## config.mk

```make
export PLATFORM = sky130hd
export DESIGN_NAME = ex_mem_pipe_reg
export DESIGN_NICKNAME = d
export VERILOG_FILES = /design/src/rtl/ex_mem_pipe_reg_pkg.sv /design/src/rtl/pipe_stage_slice.sv /design/src/rtl/ex_mem_pipe_reg.sv
export SDC_FILE = /design/constraint.sdc
export NUM_CORES = 1
export LEC_CHECK = 0
export BUFFER_PORTS_ARGS = -buffer_cell sky130_fd_sc_hd__buf_4
export CELL_PAD_IN_SITES_DETAIL_PLACEMENT = 1
export CELL_PAD_IN_SITES_GLOBAL_PLACEMENT = 1
export CORE_ASPECT_RATIO = 0.5
export CORE_MARGIN = 2
export CORE_UTILIZATION = 39
export DETAILED_ROUTE_END_ITERATION = 10
export PLACE_DENSITY_LB_ADDON = 0.3
export SYNTH_ARGS = -nofsm -noshare
export SYNTH_HDL_FRONTEND = slang
export SYNTH_SLANG_ARGS = --single-unit
```

## constraint.sdc

```tcl
create_clock -name clock -period 5.45 [get_ports clock]
set_clock_uncertainty 0.05 [all_clocks]
set_input_delay 1.09 -clock clock [delete_from_list [all_inputs] [get_ports clock]]
set_output_delay 1.09 -clock clock [all_outputs]
set_load 0.02 [all_outputs]
```

## src/rtl/ex_mem_pipe_reg_pkg.sv

```systemverilog
// EX/MEM pipeline register: shared widths, control-bit layout and payload offsets.
// The payload is a flat vector: {alu_result, store_data, reg_rd, ctrl}, with ctrl in the LSBs.
package ex_mem_pipe_reg_pkg;

    localparam int DEF_DATA_W     = 32;
    localparam int DEF_REG_ADDR_W = 5;
    localparam int CTRL_W         = 6;

    // Bit offsets of the control fields inside the payload
    localparam int OFS_FLAG_BEQ   = 0;
    localparam int OFS_BEQ_INSTR  = 1;
    localparam int OFS_MEM_WRITE  = 2;
    localparam int OFS_MEM_READ   = 3;
    localparam int OFS_REG_WRITE  = 4;
    localparam int OFS_MEM_TO_REG = 5;
    localparam int OFS_REG_RD     = CTRL_W;

    // Field order must match the OFS_* control offsets above (MSB first)
    typedef struct packed {
        logic mem_to_reg;
        logic reg_write;
        logic mem_read;
        logic mem_write;
        logic beq_instruction;
        logic flag_beq;
    } ctrl_t;

    function automatic int payload_w(input int data_w, input int reg_addr_w);
        return 2 * data_w + reg_addr_w + CTRL_W;
    endfunction

    function automatic int ofs_store(input int reg_addr_w);
        return CTRL_W + reg_addr_w;
    endfunction

    function automatic int ofs_alu(input int data_w, input int reg_addr_w);
        return CTRL_W + reg_addr_w + data_w;
    endfunction

endpackage

```

## src/rtl/pipe_stage_slice.sv

```systemverilog
// One retiming slice: W-bit register captured on the falling clock edge.
// Latency 1 falling edge; hold freezes the slice, bubble loads zero and beats hold.
// Async active-high reset clears the slice without a clock edge.
module pipe_stage_slice #(
    parameter int W = 1
) (
    input  logic         clock,
    input  logic         reset,
    input  logic         hold,
    input  logic         bubble,
    input  logic [W-1:0] d,
    output logic [W-1:0] q
);

    always_ff @(negedge clock or posedge reset) begin
        if (reset) begin
            q <= '0;
        end else if (bubble) begin
            q <= '0;
        end else if (!hold) begin
            q <= d;
        end
    end

endmodule

```

## src/rtl/ex_mem_pipe_reg.sv

```systemverilog
// EX/MEM pipeline register with DEPTH retiming slices, valid tracking and stall/flush counters.
// Latency DEPTH falling edges from inputs to outputs.
// stall holds every slice; flush kills every slice and wins over stall.
module ex_mem_pipe_reg
    import ex_mem_pipe_reg_pkg::*;
#(
    parameter int DATA_W     = DEF_DATA_W,
    parameter int REG_ADDR_W = DEF_REG_ADDR_W,
    parameter int DEPTH      = 1,
    parameter int CNT_W      = 16
) (
    input  logic                  clock,
    input  logic                  reset,
    input  logic                  stall,
    input  logic                  flush,
    input  logic                  cnt_clear,
    input  logic                  valid_in,
    input  logic                  mem_to_reg_in,
    input  logic                  reg_write_in,
    input  logic                  mem_read_in,
    input  logic                  mem_write_in,
    input  logic                  beq_instruction_in,
    input  logic [DATA_W-1:0]     alu_result_in,
    input  logic [DATA_W-1:0]     store_data_in,
    input  logic [REG_ADDR_W-1:0] reg_rd_in,
    input  logic                  flag_beq_in,
    output logic                  mem_to_reg_out,
    output logic                  reg_write_out,
    output logic                  mem_read_out,
    output logic                  mem_write_out,
    output logic                  beq_instruction_out,
    output logic [DATA_W-1:0]     alu_result_out,
    output logic [DATA_W-1:0]     store_data_out,
    output logic [REG_ADDR_W-1:0] reg_rd_out,
    output logic                  flag_beq_out,
    output logic                  valid_out,
    output logic                  branch_taken_out,
    output logic [CNT_W-1:0]      stall_count,
    output logic [CNT_W-1:0]      flush_count
);

    localparam int PAYLOAD_W = payload_w(DATA_W, REG_ADDR_W);
    localparam int SLICE_W   = PAYLOAD_W + 1;
    localparam int OFS_SD    = ofs_store(REG_ADDR_W);
    localparam int OFS_ALU   = ofs_alu(DATA_W, REG_ADDR_W);

    if (DEPTH < 1 || DEPTH > 4) begin : g_depth_check
        $error("ex_mem_pipe_reg: DEPTH must be in the range 1..4");
    end

    ctrl_t              ctrl_in;
    logic [SLICE_W-1:0] chain [0:DEPTH];
    logic [SLICE_W-1:0] last;

    assign ctrl_in = '{
        mem_to_reg:      mem_to_reg_in,
        reg_write:       reg_write_in,
        mem_read:        mem_read_in,
        mem_write:       mem_write_in,
        beq_instruction: beq_instruction_in,
        flag_beq:        flag_beq_in
    };

    // A bubble enters as all-zero so data fields never carry stale or X values
    assign chain[0] = valid_in ? {1'b1, alu_result_in, store_data_in, reg_rd_in, ctrl_in}
                               : '0;

    for (genvar k = 0; k < DEPTH; k++) begin : g_slice
        pipe_stage_slice #(
            .W (SLICE_W)
        ) u_slice (
            .clock  (clock),
            .reset  (reset),
            .hold   (stall),
            .bubble (flush),
            .d      (chain[k]),
            .q      (chain[k+1])
        );
    end

    assign last = chain[DEPTH];

    assign valid_out           = last[PAYLOAD_W];
    assign alu_result_out      = last[OFS_ALU +: DATA_W];
    assign store_data_out      = last[OFS_SD +: DATA_W];
    assign reg_rd_out          = last[OFS_REG_RD +: REG_ADDR_W];
    assign mem_to_reg_out      = last[OFS_MEM_TO_REG];
    assign reg_write_out       = last[OFS_REG_WRITE];
    assign mem_read_out        = last[OFS_MEM_READ];
    assign mem_write_out       = last[OFS_MEM_WRITE];
    assign beq_instruction_out = last[OFS_BEQ_INSTR];
    assign flag_beq_out        = last[OFS_FLAG_BEQ];

    assign branch_taken_out = valid_out & beq_instruction_out & flag_beq_out;

    // Event counters saturate at all-ones; cnt_clear wins over any increment
    always_ff @(negedge clock or posedge reset) begin
        if (reset) begin
            stall_count <= '0;
            flush_count <= '0;
        end else if (cnt_clear) begin
            stall_count <= '0;
            flush_count <= '0;
        end else begin
            if (stall && !flush && (stall_count != '1)) begin
                stall_count <= stall_count + CNT_W'(1);
            end
            if (flush && (flush_count != '1)) begin
                flush_count <= flush_count + CNT_W'(1);
            end
        end
    end

endmodule
```

==> reports/metrics.csv <==
metric,value,unit
p_sw_frac,0.262,
grt_pass1_vias,4131,
yosys_warnings,0,
netlist_area,4580,um2
critical_path_arrival,3870,ps
wl_met3,686,um
place_congestion,0.717,
grt_antenna_before_repair,0,
internal_power,0.00126,W
crit_path_end_kind,primary output,
die_h,80.6,um
clock_latency,350,ps
ys_seq_area_frac,0.590,
path_cells,buf_4,
cp_max_fo,8,
r2r_slack,3310,ps
routedWlPerCell,19.1,um
cap_violations,0,
hold_buffers,0,
hold_violations,0,
path_clk_slew,60,ps
critPathTopFamily,flip-flops,
synth.area.top_cells,"dfrtn_1, a22o_1, mux2_2",
placed_area,6190,um2
max_slew.worst_pin.slew,829,ps
cts_tree,built,
critical_path_required,4310,ps
dp_slack,147,ps
setup_violations,0,
syn_nets,454,
wl_met1,5850,um
firstDrtPassIters,4,
port_buffers,189,
synth_most_common_cell,dfrtn_1,
avgSynthCellArea,12.3,um2
num_antenna_cells,0,
worst_path_max_delay_cell,dfrtn_1,
cts_buffer_depth,2,
critical_path_class,reg -> out,
whs_path_depth,1,
final_area,6490,um2
synth_largest_area_cell,dfrtn_1,
syn_inst,371,
wl_met2,7090,um
pwr-share-clk,0.391,
cts_resized,0,
synthTopCellsByCount,"dfrtn_1, a22o_1, a21oi_1, nor2_1",
crit_buf_inv,1,
ys_types,50,
peakVddDrop,0.163,mV
drt-vias-per-instance,5.45,
fp.coreArea,11200,um2
cts_inserted_buffers,9,
synthArstFlopShare,1.00,
seqPwrFrac,0.496,
hp-start,g_slice[0].u_slice.q[21]$_DFFE_NP0N_,
grt_pass1_wl,22000,um
reg2reg_from,flush_count[0]$_DFFE_NP0P_,
drive_gt1_frac,0.425,
gr-total-overflow,0,
drv_slew,0,
pwr-share-comb,0.113,
timing.final.ws_setup,439,ps
critPathMaxStageDelay,590,ps
leakage,3.24,nW
final_cells,721,
dpl.cell_count,705,
nNetsFinal,640,
finalSetupTns,0,ps
drt_iter0_markers,212,
post-cts-setup-buffer-count,0,
top_layer,met4,
hold_path_end,g_slice[0].u_slice.q[21]$_DFFE_NP0N_,
rsz0062_at_grt,no,
status,"finished, final reports clean",
drc,0,
clock_sinks,108,
min_path_type,reg -> reg,
reg2reg_to,flush_count[0]$_DFFE_NP0P_,
fp.dieW,157,um
track_usage,0.222,
drt.antenna.violating_nets,0,
powerDensity,263,nW/um2
r2r_cells,5,
relSlewSlack,0.448,
synth-seq-cells,108,
area_delta_synth_final,41.6,%
rows,27,
die_area,12700,um2
routed_wl,13800,um
ios,190,
grt_max_degree,77,
worstSetupStartpointType,register,
start_util,0.408,
place_hpwl,9540,um
synth_edf_count,0,
netlist.area_leader.share,0.590,
dr_total_vias,3926,
power_switching,0.000448,W
synth_top_flop_cell,dfrtn_1,
cts_max_level,3,
cts-root-buf,clkbuf_16,
worst max path at each step:
stage                                from                          end  slack (ps)  cells past startpoint
2_1_floorplan                       flush   flush_count[9]$_DFFE_NP0P_         220                      5
3_3_place_gp                        flush   flush_count[9]$_DFFE_NP0P_         180                      5
5_1_grt                             flush  flush_count[13]$_DFFE_NP0P_         380                      5
3_5_place_dp                        flush   flush_count[9]$_DFFE_NP0P_         150                      5
4_1_cts        stall_count[3]$_DFFE_NP0P_               stall_count[3]         440                      1
6_report       stall_count[3]$_DFFE_NP0P_               stall_count[3]         440                      1
cell type report:
class,count,area [um2]
Fill cell,1231,4730
Sequential cell,108,2700
Multi-Input combinational cell,235,1760
Timing Repair Buffer,198,1500
Clock buffer,10,239
Tap cell,159,199
Clock inverter,6,60.1
Inverter,5,22.5
sequential cells by signal (all words and copies together), names as in the netlist:
signal,count
stall_count,16
g_slice.u_slice.q,76
flush_count,16
logic make-up after synthesis:
kind of cell               after synthesis  share of synthesized area
AOI/OAI and AO/OA                      114                      0.199
DFF                                    108                      0.590
and+or+nand+nor                        105                      0.145
buffers and inverters                   28                     0.0270
muxes                                   14                     0.0339
adders and majority gates                2                    0.00546
power by group through the flow:
stage | Combinational [W] | Clock [W] | Sequential [W]
finish | 0.000193 | 0.000668 | 0.000848
detailed placement | 0.000196 | 0 | 0.000861
floorplan | 0.0000601 | 0 | 0.000889
CTS | 0.000196 | 0.000686 | 0.000848
global placement | 0.000190 | 0 | 0.000861
global route | 0.000208 | 0.000709 | 0.000851
per-layer routing:
| layer | up-vias | track usage |
|---|---|---|
| li1 | 1793 | - |
| met3 | 8 | 0.0610 |
| met2 | 96 | 0.388 |
| met4 | 0 | 0.0509 |
| met5 | - | 0 |
| met1 | 2029 | 0.277 |
layout by cell type, fill, tap and decap left out, drive strengths merged:
master,instances
buf,198
dfrtn,108
a22o,75
nor2,17
a21oi,17
nor2b,14
nand2,14
mux2,12
nand3,11
nand4,11
clkbuf,10
nor4,9
inv,9
o31ai,6
or4,6
o21ai,5
nor3,5
or3,5
and3,3
nor3b,2
mux2i,2
or2,2
a211oi,2
nand2b,2
o41ai,2
ha,2
and4,2
o311ai,2
clkinvlp,1
a21boi,1
a21o,1
nor4bb,1
a2111oi,1
and4b,1
o21bai,1
o311a,1
clkinv,1
metrics by stage:
stage	total power, W	hold WS (ps)	util
3_5_place_dp	0.00106	396	0.552
5_1_grt	0.00177	409	0.578
3_3_place_gp	0.00105	395	0.552
2_1_floorplan	0.000949	518	-
4_1_cts	0.00173	401	0.578
6_report	0.00171	398	0.578
No activity file was read; power rests on OpenSTA's default activity.
